===== src/rtl/piso_tx8.sv =====
// Parallel-in, serial-out transmitter: accepts a word on a valid/ready handshake
// and shifts it out one bit per clock, with one idle bit between words.
module piso_tx8 #(
    parameter int unsigned WIDTH     = 8,
    parameter bit          LSB_FIRST = 1'b1,
    parameter logic        IDLE_LVL  = 1'b0
) (
    input  logic             clk,
    input  logic             rst,
    input  logic [WIDTH-1:0] PI,
    input  logic             valid,
    output logic             ready,
    output logic             serOut,
    output logic             busy,
    output logic             done
);

    localparam int unsigned CW = $clog2(WIDTH);
    localparam logic [CW-1:0] LAST = CW'(WIDTH - 1);

    if (WIDTH < 2 || WIDTH > 16) begin : g_width_check
        $error("piso_tx8: WIDTH must be in 2..16");
    end

    typedef enum logic {
        IDLE  = 1'b0,
        SHIFT = 1'b1
    } state_t;

    state_t           state;
    logic [WIDTH-1:0] sreg;
    logic [CW-1:0]    cnt;

    assign ready = (state == IDLE);

    // sreg holds the untransmitted tail; the bit next to the output end is sent next
    always_ff @(posedge clk or negedge rst) begin
        if (!rst) begin
            state  <= IDLE;
            cnt    <= '0;
            sreg   <= '0;
            serOut <= IDLE_LVL;
            busy   <= 1'b0;
            done   <= 1'b0;
        end else begin
            done <= 1'b0;
            case (state)
                IDLE: begin
                    if (valid) begin
                        state  <= SHIFT;
                        sreg   <= PI;
                        cnt    <= '0;
                        busy   <= 1'b1;
                        serOut <= LSB_FIRST ? PI[0] : PI[WIDTH-1];
                    end
                end
                SHIFT: begin
                    if (cnt == LAST) begin
                        state  <= IDLE;
                        cnt    <= '0;
                        serOut <= IDLE_LVL;
                        busy   <= 1'b0;
                        done   <= 1'b1;
                    end else begin
                        cnt <= cnt + CW'(1);
                        if (LSB_FIRST) begin
                            sreg   <= sreg >> 1;
                            serOut <= sreg[1];
                        end else begin
                            sreg   <= sreg << 1;
                            serOut <= sreg[WIDTH-2];
                        end
                    end
                end
                default: state <= IDLE;
            endcase
        end
    end

endmodule


===== config.mk =====
export PLATFORM = sky130hd
export DESIGN_NAME = piso_tx8
export DESIGN_NICKNAME = d
export VERILOG_FILES = /design/src/rtl/piso_tx8.sv
export SDC_FILE = /design/constraint.sdc
export NUM_CORES = 1
export LEC_CHECK = 0
export BUFFER_PORTS_ARGS = -buffer_cell sky130_fd_sc_hd__buf_2
export CORE_MARGIN = 2
export CORE_UTILIZATION = 46
export DETAILED_ROUTE_END_ITERATION = 7
export PLACE_DENSITY = 0.79
export SYNTH_ARGS = -nofsm -noshare
export SYNTH_HDL_FRONTEND = slang
export SYNTH_SLANG_ARGS = --single-unit

===== constraint.sdc =====
create_clock -name clk -period 1.35 [get_ports clk]
set_input_delay 0.405 -clock clk [delete_from_list [all_inputs] [get_ports clk]]
set_output_delay 0.405 -clock clk [all_outputs]
set_load 0.02 [all_outputs]

==> summary by stage, run 1 <==
Layout
The library cell used most frequently in the layout, excluding fill and tap cells, is sky130_fd_sc_hd__buf_2. In the final layout, the share of cells above drive strength 1 is 47.0%. The final layout contains 99 nets. After filler insertion, the fill cell instance count of the layout stands at 123.

The signed area change from the synthesized netlist to the final layout is 26.3%. The repair_antennas step left the layout with diodes totalling 0. In the layout the commonest cells are sky130_fd_sc_hd__buf_2, sky130_fd_sc_hd__dfrtp_1, sky130_fd_sc_hd__buf_4. The count of cells in the finished layout, fillers not included, comes to 99.

The fraction of the core area covered by cells at the end of the flow is 60.9%.

Setup path
The setup slack on the worst flop-to-flop path is 0.06 ns. At the worst endpoint, the required time is 0.95 ns. STA classifies the critical path startpoint as a flip-flop. Of all nets on the critical path, the largest fanout is 2. The worst flop-to-flop path startpoint is cnt[0].

The depth of the most critical reg-to-reg path is 5. The worst register-to-register path ends at sreg[5]. By startpoint and endpoint, the worst setup path is classified as reg2out.

Data on the critical path arrives at its endpoint at 0.90 ns. The critical path capture point type is an output pin.

Clock tree
The TritonCTS clock tree is yes. Clock tree synthesis selected as its root buffer the cell sky130_fd_sc_hd__clkbuf_4. The clock sink count is 14. The TritonCTS buffer count is 3.

The buffer depth of the longest clock path is 2. The clock reaches the later pin of the worst-skew pair after 0.27 ns. The level count of the clock H-tree is 1. After clock tree synthesis, the clock-pin slew on the worst setup and hold paths is 0.08 ns.

Floorplanning
After floorplanning, the core was divided into 14 placement rows. The chip height is 43.3 µm. For this configuration, the core starts out at a cell density of 48.2%.

The I/O pin count is 15. In this run the horizontal extent of the chip is 43.3 µm. The area enclosed by the die boundary is 1870 µm². The floorplan step defined a core boundary enclosing 1470 µm².

Logic synthesis
Of all flip-flops after synthesis, the portion carrying an async set or reset was 100%. The synthesized netlist occupies a cell area of 709 µm². By area the synthesized netlist is led by sky130_fd_sc_hd__dfrtp_1, sky130_fd_sc_hd__mux2i_1, sky130_fd_sc_hd__and2b_2. During synthesis, Yosys emitted a total of 0 warnings. In the synthesized netlist, the number of instances is 62. The number of different library cells used by synthesis comes to 23.

Synthesis inferred 14 register bits. The number of synthesized flops with an enable pin is 0. The portion of the post-synthesis area used by sequential elements is 49.4%. The dominant synthesized flop cell is sky130_fd_sc_hd__dfrtp_1. The share of Yosys cell area claimed by the top area cell type is 49.4%. The total nets after synthesis is 76.

Dividing the synthesized area by the synthesized cell count gives 11.4 µm². The largest total area in the synthesized netlist belongs to sky130_fd_sc_hd__dfrtp_1.

Routing
After detailed routing, the number of vias per cell comes to 5.22. The number of detailed-route iterations in the first pass is 4. The per-cell routed wire length is 14.3 µm. For this run, design rule violations remaining after detail routing come to 0. For this block, the routed nets add up to 1420 µm of wire. The number of DRC markers after the initial detailed-route iteration is 13. The total via count after detailed routing is 517. The detail route stage leaves a number of antenna-violating nets equal to 0.

Global route
The met2 usage is 28.7%. After global routing, the most crowded layer is met2. The via count of the first global-routing pass was 567. The remaining global-route overflow is 0. Global routing used 23.1% of the available met1 tracks. The routing usage on met3 is 4.26%. Global routing used 18.4% of the available tracks across all layers.

The first global-routing pass estimated 2460 µm of wire. The number of antenna violations at the first check in global routing is 0. The largest net degree at the start of global routing is 15.

STA
The clock skew after layout is 0.00370 ns. The highest clock rate is 769 MHz. Setup repair after global routing left no endpoint under its margin. For the pin with the worst max-slew slack, the measured transition is 0.297 ns.

The final hold violation count is 0. The final max-slew violation count is 0. The share of the cycle needed by the critical path after routing is 96.3%.

The worst pin sits at a relative slew slack of 80.1%. Setup violations remaining at the end of the flow were counted as 0. The minimum clock period is 1.30 ns.

Placed design
The congestion estimate from routability-driven global placement came to 0.743. The count of input and output buffers is 14. Detailed placement ended at an HPWL of 1060 µm. The number of cells in the design after placement is 93.

Pwr
The internal power is 0.00128 W. Across the VDD grid, the largest voltage drop is 1280 µV. The leakage power of the design is 0.417 nW. The sequential fraction of design power is 37.3%. The clock group share of total power is 11.3%.

The analysis attributes to net switching a power of 0.000767 W. Combinational logic burns 51.4% of the power. Of the total power, the share spent switching nets is 37.5%. For this design the ratio of total power to cell area is 2280 nW/µm².

Flow run
The tool flagged a number of max-cap violations equal to 0.

Min path
The min-delay analysis places its worst path in the category in2async.

Status
The flow ran to the end, and the final reports show no timing, DRC or antenna violations.
logic make-up after synthesis:
| group | count (synthesis) | share of synthesized area, % |
|---|---|---|
| and+or+nand+nor | 14 | 13.6 |
| DFF | 14 | 49.4 |
| buffers and inverters | 6 | 5.46 |
| AOI/OAI and AO/OA | 18 | 16.4 |
| adders and majority gates | 3 | 5.29 |
| muxes | 7 | 9.88 |
final cells by class:
class / instances / area (µm²) / area share [%]
inverter: 2 / 7.51 / 0.838
multi-input combinational: 42 / 352 / 39.2
timing repair buffer: 22 / 143 / 15.9
clock buffer: 3 / 22.5 / 2.51
sequential: 14 / 352 / 39.2
tap: 16 / 20.0 / 2.23
worst max-delay path by stage:
stage            from       to  cells after the start
2_1_floorplan  cnt[0]  sreg[4]                      6
3_3_place_gp   cnt[0]  sreg[4]                      6
3_5_place_dp   cnt[0]  sreg[5]                      5
4_1_cts        cnt[1]  sreg[5]                      5
5_1_grt         state  sreg[4]                      5
6_report        state    ready                      2
registers in the layout, indices dropped and copies added, names as in the netlist:
register	cells
sreg	7
cnt	3
busy	1
done	1
serOut	1
state	1
layer usage:
metal  part of all wire, %  up-vias
li1                      -      266
met1                    45      237
met2                    50       12
met3                   3.7        2
met4                  0.92        0
met5                     0        -
timing repair:
item | in CTS | in global routing
setup endpoints to repair | 3 | 3
hold buffers | 0 | 0
resized for setup | 4 | 3
pin swaps | 0 | 0
setup buffers | 2 | 1
endpoints found under the hold margin | 0 | 0
through the flow:
stage               TNS (ns)  setup slack (ns)  total power, W  hold WS [ns]  instance area (µm²)
floorplan                  0            0.0135         0.00137         0.109                  709
global placement           0            0.0521         0.00159         0.312                  818
detailed placement   -0.0304           -0.0292         0.00166         0.313                  818
CTS                        0            0.0214         0.00196       0.00744                  866
global route               0            0.0112         0.00220        0.0239                  896
finish                     0            0.0497         0.00204       0.00605                  896
cell usage after synthesis (2+ instances only):
library cell               number
sky130_fd_sc_hd__a22o_1         2
sky130_fd_sc_hd__a21oi_1        6
sky130_fd_sc_hd__a211oi_1       5
sky130_fd_sc_hd__buf_4          2
sky130_fd_sc_hd__nor2_2         2
sky130_fd_sc_hd__and2b_2        5
sky130_fd_sc_hd__nor2_1         2
sky130_fd_sc_hd__ha_1           3
sky130_fd_sc_hd__dfrtp_1       14
sky130_fd_sc_hd__mux2i_1        7
sky130_fd_sc_hd__o21ai_0        2
power groups by stage:
stage,Clock (W),Sequential [W],Combinational (W)
floorplan,0,0.000775,0.000593
global placement,0,0.000755,0.000838
detailed placement,0,0.000766,0.000891
CTS,0.000238,0.000749,0.000978
global route,0.000261,0.000787,0.00115
finish,0.000230,0.000763,0.00105
critical path, cell delays in order, from the launching register on:
cell,delay (ns)
sky130_fd_sc_hd__dfrtp_2,0.42
sky130_fd_sc_hd__inv_2,0.06
sky130_fd_sc_hd__buf_2,0.15
Power figures use the tool's default switching activity.
==> run 2: changes to the inputs <==
MAX_ROUTING_LAYER = met4   (was unset)
==> summary by stage, run 2 (synthesized netlist as in run 1, its figures left out) <==
Floorplanning
The die outline width is 43.3 µm (unchanged). The I/O pin count is 15 (unchanged). The effective utilization at floorplan is 48.2% (unchanged). The area of the core region is 1470 µm² (unchanged). The floorplan row count is 14 (unchanged). The chip height is 43.3 µm (unchanged). The area enclosed by the die boundary came to 1870 µm² (unchanged).

Routing
The via density per instance is 5.26 (+0.77%). The detailed-route wire length is 1430 µm (+0.42%). The total via count after detailed routing is 521 (+0.77%). The number of detailed-route iterations in the first pass was 4 (unchanged). The number of DRC markers after the initial detailed-route iteration is 13 (unchanged). The per-cell routed wire length is 14.4 µm (+0.42%). The DRC violation count after routing is 0 (unchanged). The number of nets still failing antenna checks after routing is 0 (unchanged).

Clock tree
The buffer depth of the longest clock path came to 2 (unchanged). The level count of the clock H-tree is 1 (unchanged). The clock-pin transition on the worst setup and hold timing paths was 0.08 ns (about the same). The worst-skew pair later-pin latency is 0.28 ns (about the same). The TritonCTS buffer count is 3 (unchanged). The number of buffers inserted for hold repair after clock tree synthesis is 0 (unchanged).

The clock root buffer master is sky130_fd_sc_hd__clkbuf_4. TritonCTS built the clock tree. The clock sink count was 14 (unchanged).

Status
The flow ran to the end, and the final reports show no timing, DRC or antenna violations.

STA
The highest clock rate is 770 MHz (+0.14%). The final hold slack is 0.00314 ns (-0.00291 ns). The tightest slew margin relative to the limit is 79.7% (-0.35 points). The measured slew at the worst slew-check pin is 0.302 ns (+0.00516 ns). The minimum clock period was 1.30 ns (-0.00180 ns). The count of endpoints failing setup in the final report is 0 (unchanged). Setup repair after global routing left no endpoint under its margin. The share of the cycle needed by the critical path after routing is 96.2% (-0.13 points).

The clock skew after layout is 0.00544 ns (+0.00175 ns). The final max-slew violation count was 0 (unchanged). The final hold violation count came to 0 (unchanged).

Layout
Leaving out fill and tap cells, the most frequent cells in the layout are sky130_fd_sc_hd__buf_2, sky130_fd_sc_hd__dfrtp_1, sky130_fd_sc_hd__buf_4. The number of fill cells in the layout is 123 (unchanged). The number of non-filler instances in the completed layout was 99 (unchanged). The count of nets after finishing is 99 (unchanged).

The antenna diode count is 0 (unchanged). The signed area change from the synthesized netlist to the final layout is 26.3% (unchanged). The flip-flop count of the largest register, all copies and words added came to 7 (unchanged). The fraction of layout instances using a drive strength above 1 was 47.0% (unchanged). In the final layout, the registers with the most flip-flops are sreg (7), cnt (3).

The fraction of the core area covered by cells at the end of the flow is 60.9% (unchanged). The most common cell after layout, fill and taps aside is sky130_fd_sc_hd__buf_2. The register with the most flip-flops in the final layout is sreg.

Pwr
The worst voltage drop across the vdd grid came to 1280 µV (-0.27%). The leakage power of the design is 0.417 nW (unchanged). The clock group share of total power was 11.3% (about the same). The switching power as a share of total power is 37.5% (about the same).

The share of total power in combinational logic came to 51.4% (about the same). The overall power consumption is 0.00204 W (about the same). The internal power is 0.00128 W (about the same). The power per standard cell area is 2280 nW/µm² (about the same). The sequential fraction of design power was 37.3% (about the same). The total net switching power is 0.000767 W (about the same).

Setup path
The critical path goes through inv_2 > buf_2. The worst setup path is launched from a flip-flop. The biggest cell delay along the critical path is 0.42 ns (about the same).

The data required time of the worst path came to 0.95 ns (about the same). The slowest library cell on the worst path is sky130_fd_sc_hd__dfrtp_2. The critical path buffer and inverter count was 2 (unchanged). The arrival time of the worst setup path was 0.89 ns (about the same). The critical path is of the reg2out type.

The critical path capture point type is an output pin. The highest net fanout along the worst path is 2 (unchanged). The setup slack on the worst flop-to-flop path was 0.07 ns (about the same). The top cell family by delay on the critical path is flip-flops.

Placed design
The count of input and output buffers is 14 (unchanged). The final weighted congestion in routability-driven placement is 0.752 (+1.3%). The HPWL after detailed placement is 1060 µm (unchanged). The number of cells in the design after placement was 93 (unchanged).

Global route
The global-route wire length before repair is 2450 µm (-0.57%). The number of antenna violations at the first check in global routing is 0 (unchanged). The remaining global-route overflow was 0 (unchanged).

The via count of the first global-routing pass was 570 (+0.53%). The overall global routing resource usage came to 18.8% (+0.32 points). The largest net degree at the start of global routing is 15 (unchanged).

Min path
In this run the worst hold path is classified as in2async.

Flow run
The count of max-cap constraint violations was 0 (unchanged).
[run 2: cell counts in the layout (fill, tap and decap cells not counted)]
No cell type changed its count.
[run 2: layout make-up]
class,instances,area [µm²],share of cell area [%]
Sequential cell,14,352,39.2
Multi-Input combinational cell,42,352,39.2
Timing Repair Buffer,22,143,15.9
Clock buffer,3,22.5,2.51
Tap cell,16,20.0,2.23
Inverter,2,7.51,0.838
[run 2: what timing repair did]
| action | in CTS | in global routing |
|---|---|---|
| gates cloned | 0 | 0 |
| buffers inserted | 2 | 1 |
| endpoints found under the setup margin | 3 | 3 |
| resized for setup | 4 | 3 |
[run 2: stage by stage]
stage                     setup slack, ns  setup TNS [ns]  cell area (µm²)
final                              0.0515               0              896
after global routing               0.0112               0              896
after CTS                          0.0214               0              866
after detailed placement          -0.0292         -0.0304              818
after global placement             0.0521               0              818
after floorplan                    0.0135               0              709
[run 2: path summary, 6_finish.rpt]
kind                          from      end  depth (start not counted)
max                          state    ready                          2
min                            rst  sreg[5]                          1
max reg2reg                 cnt[0]  sreg[5]                          5
min reg2reg                sreg[4]  sreg[4]                          1
max in group asynchronous      rst    state                          1
min in group clk             PI[3]  sreg[3]                          3
[run 2: routing by layer]
metal	global-route usage, %	share of wire (%)
met1	22.0	44
met4	10.9	0.91
met3	4.26	4.4
met2	29.3	50
met5	-	0
[run 2: worst register-to-register path: cells and delay by family (launching register included)]
kind | cells | cell delay (ns)
AO/OA/AOI/OAI | 1 | 0.14
adder cells (fa/ha/maj) | 2 | 0.38
buffers and inverters | 1 | 0.13
flip-flops | 1 | 0.39
multiplexers | 1 | 0.18
[run 2: power by group through the flow]
stage	Sequential (W)	Combinational, W	Clock [W]
CTS	0.000749	0.000978	0.000238
global route	0.000787	0.00115	0.000261
floorplan	0.000775	0.000593	0
finish	0.000762	0.00105	0.000231
detailed placement	0.000766	0.000891	0
global placement	0.000755	0.000838	0
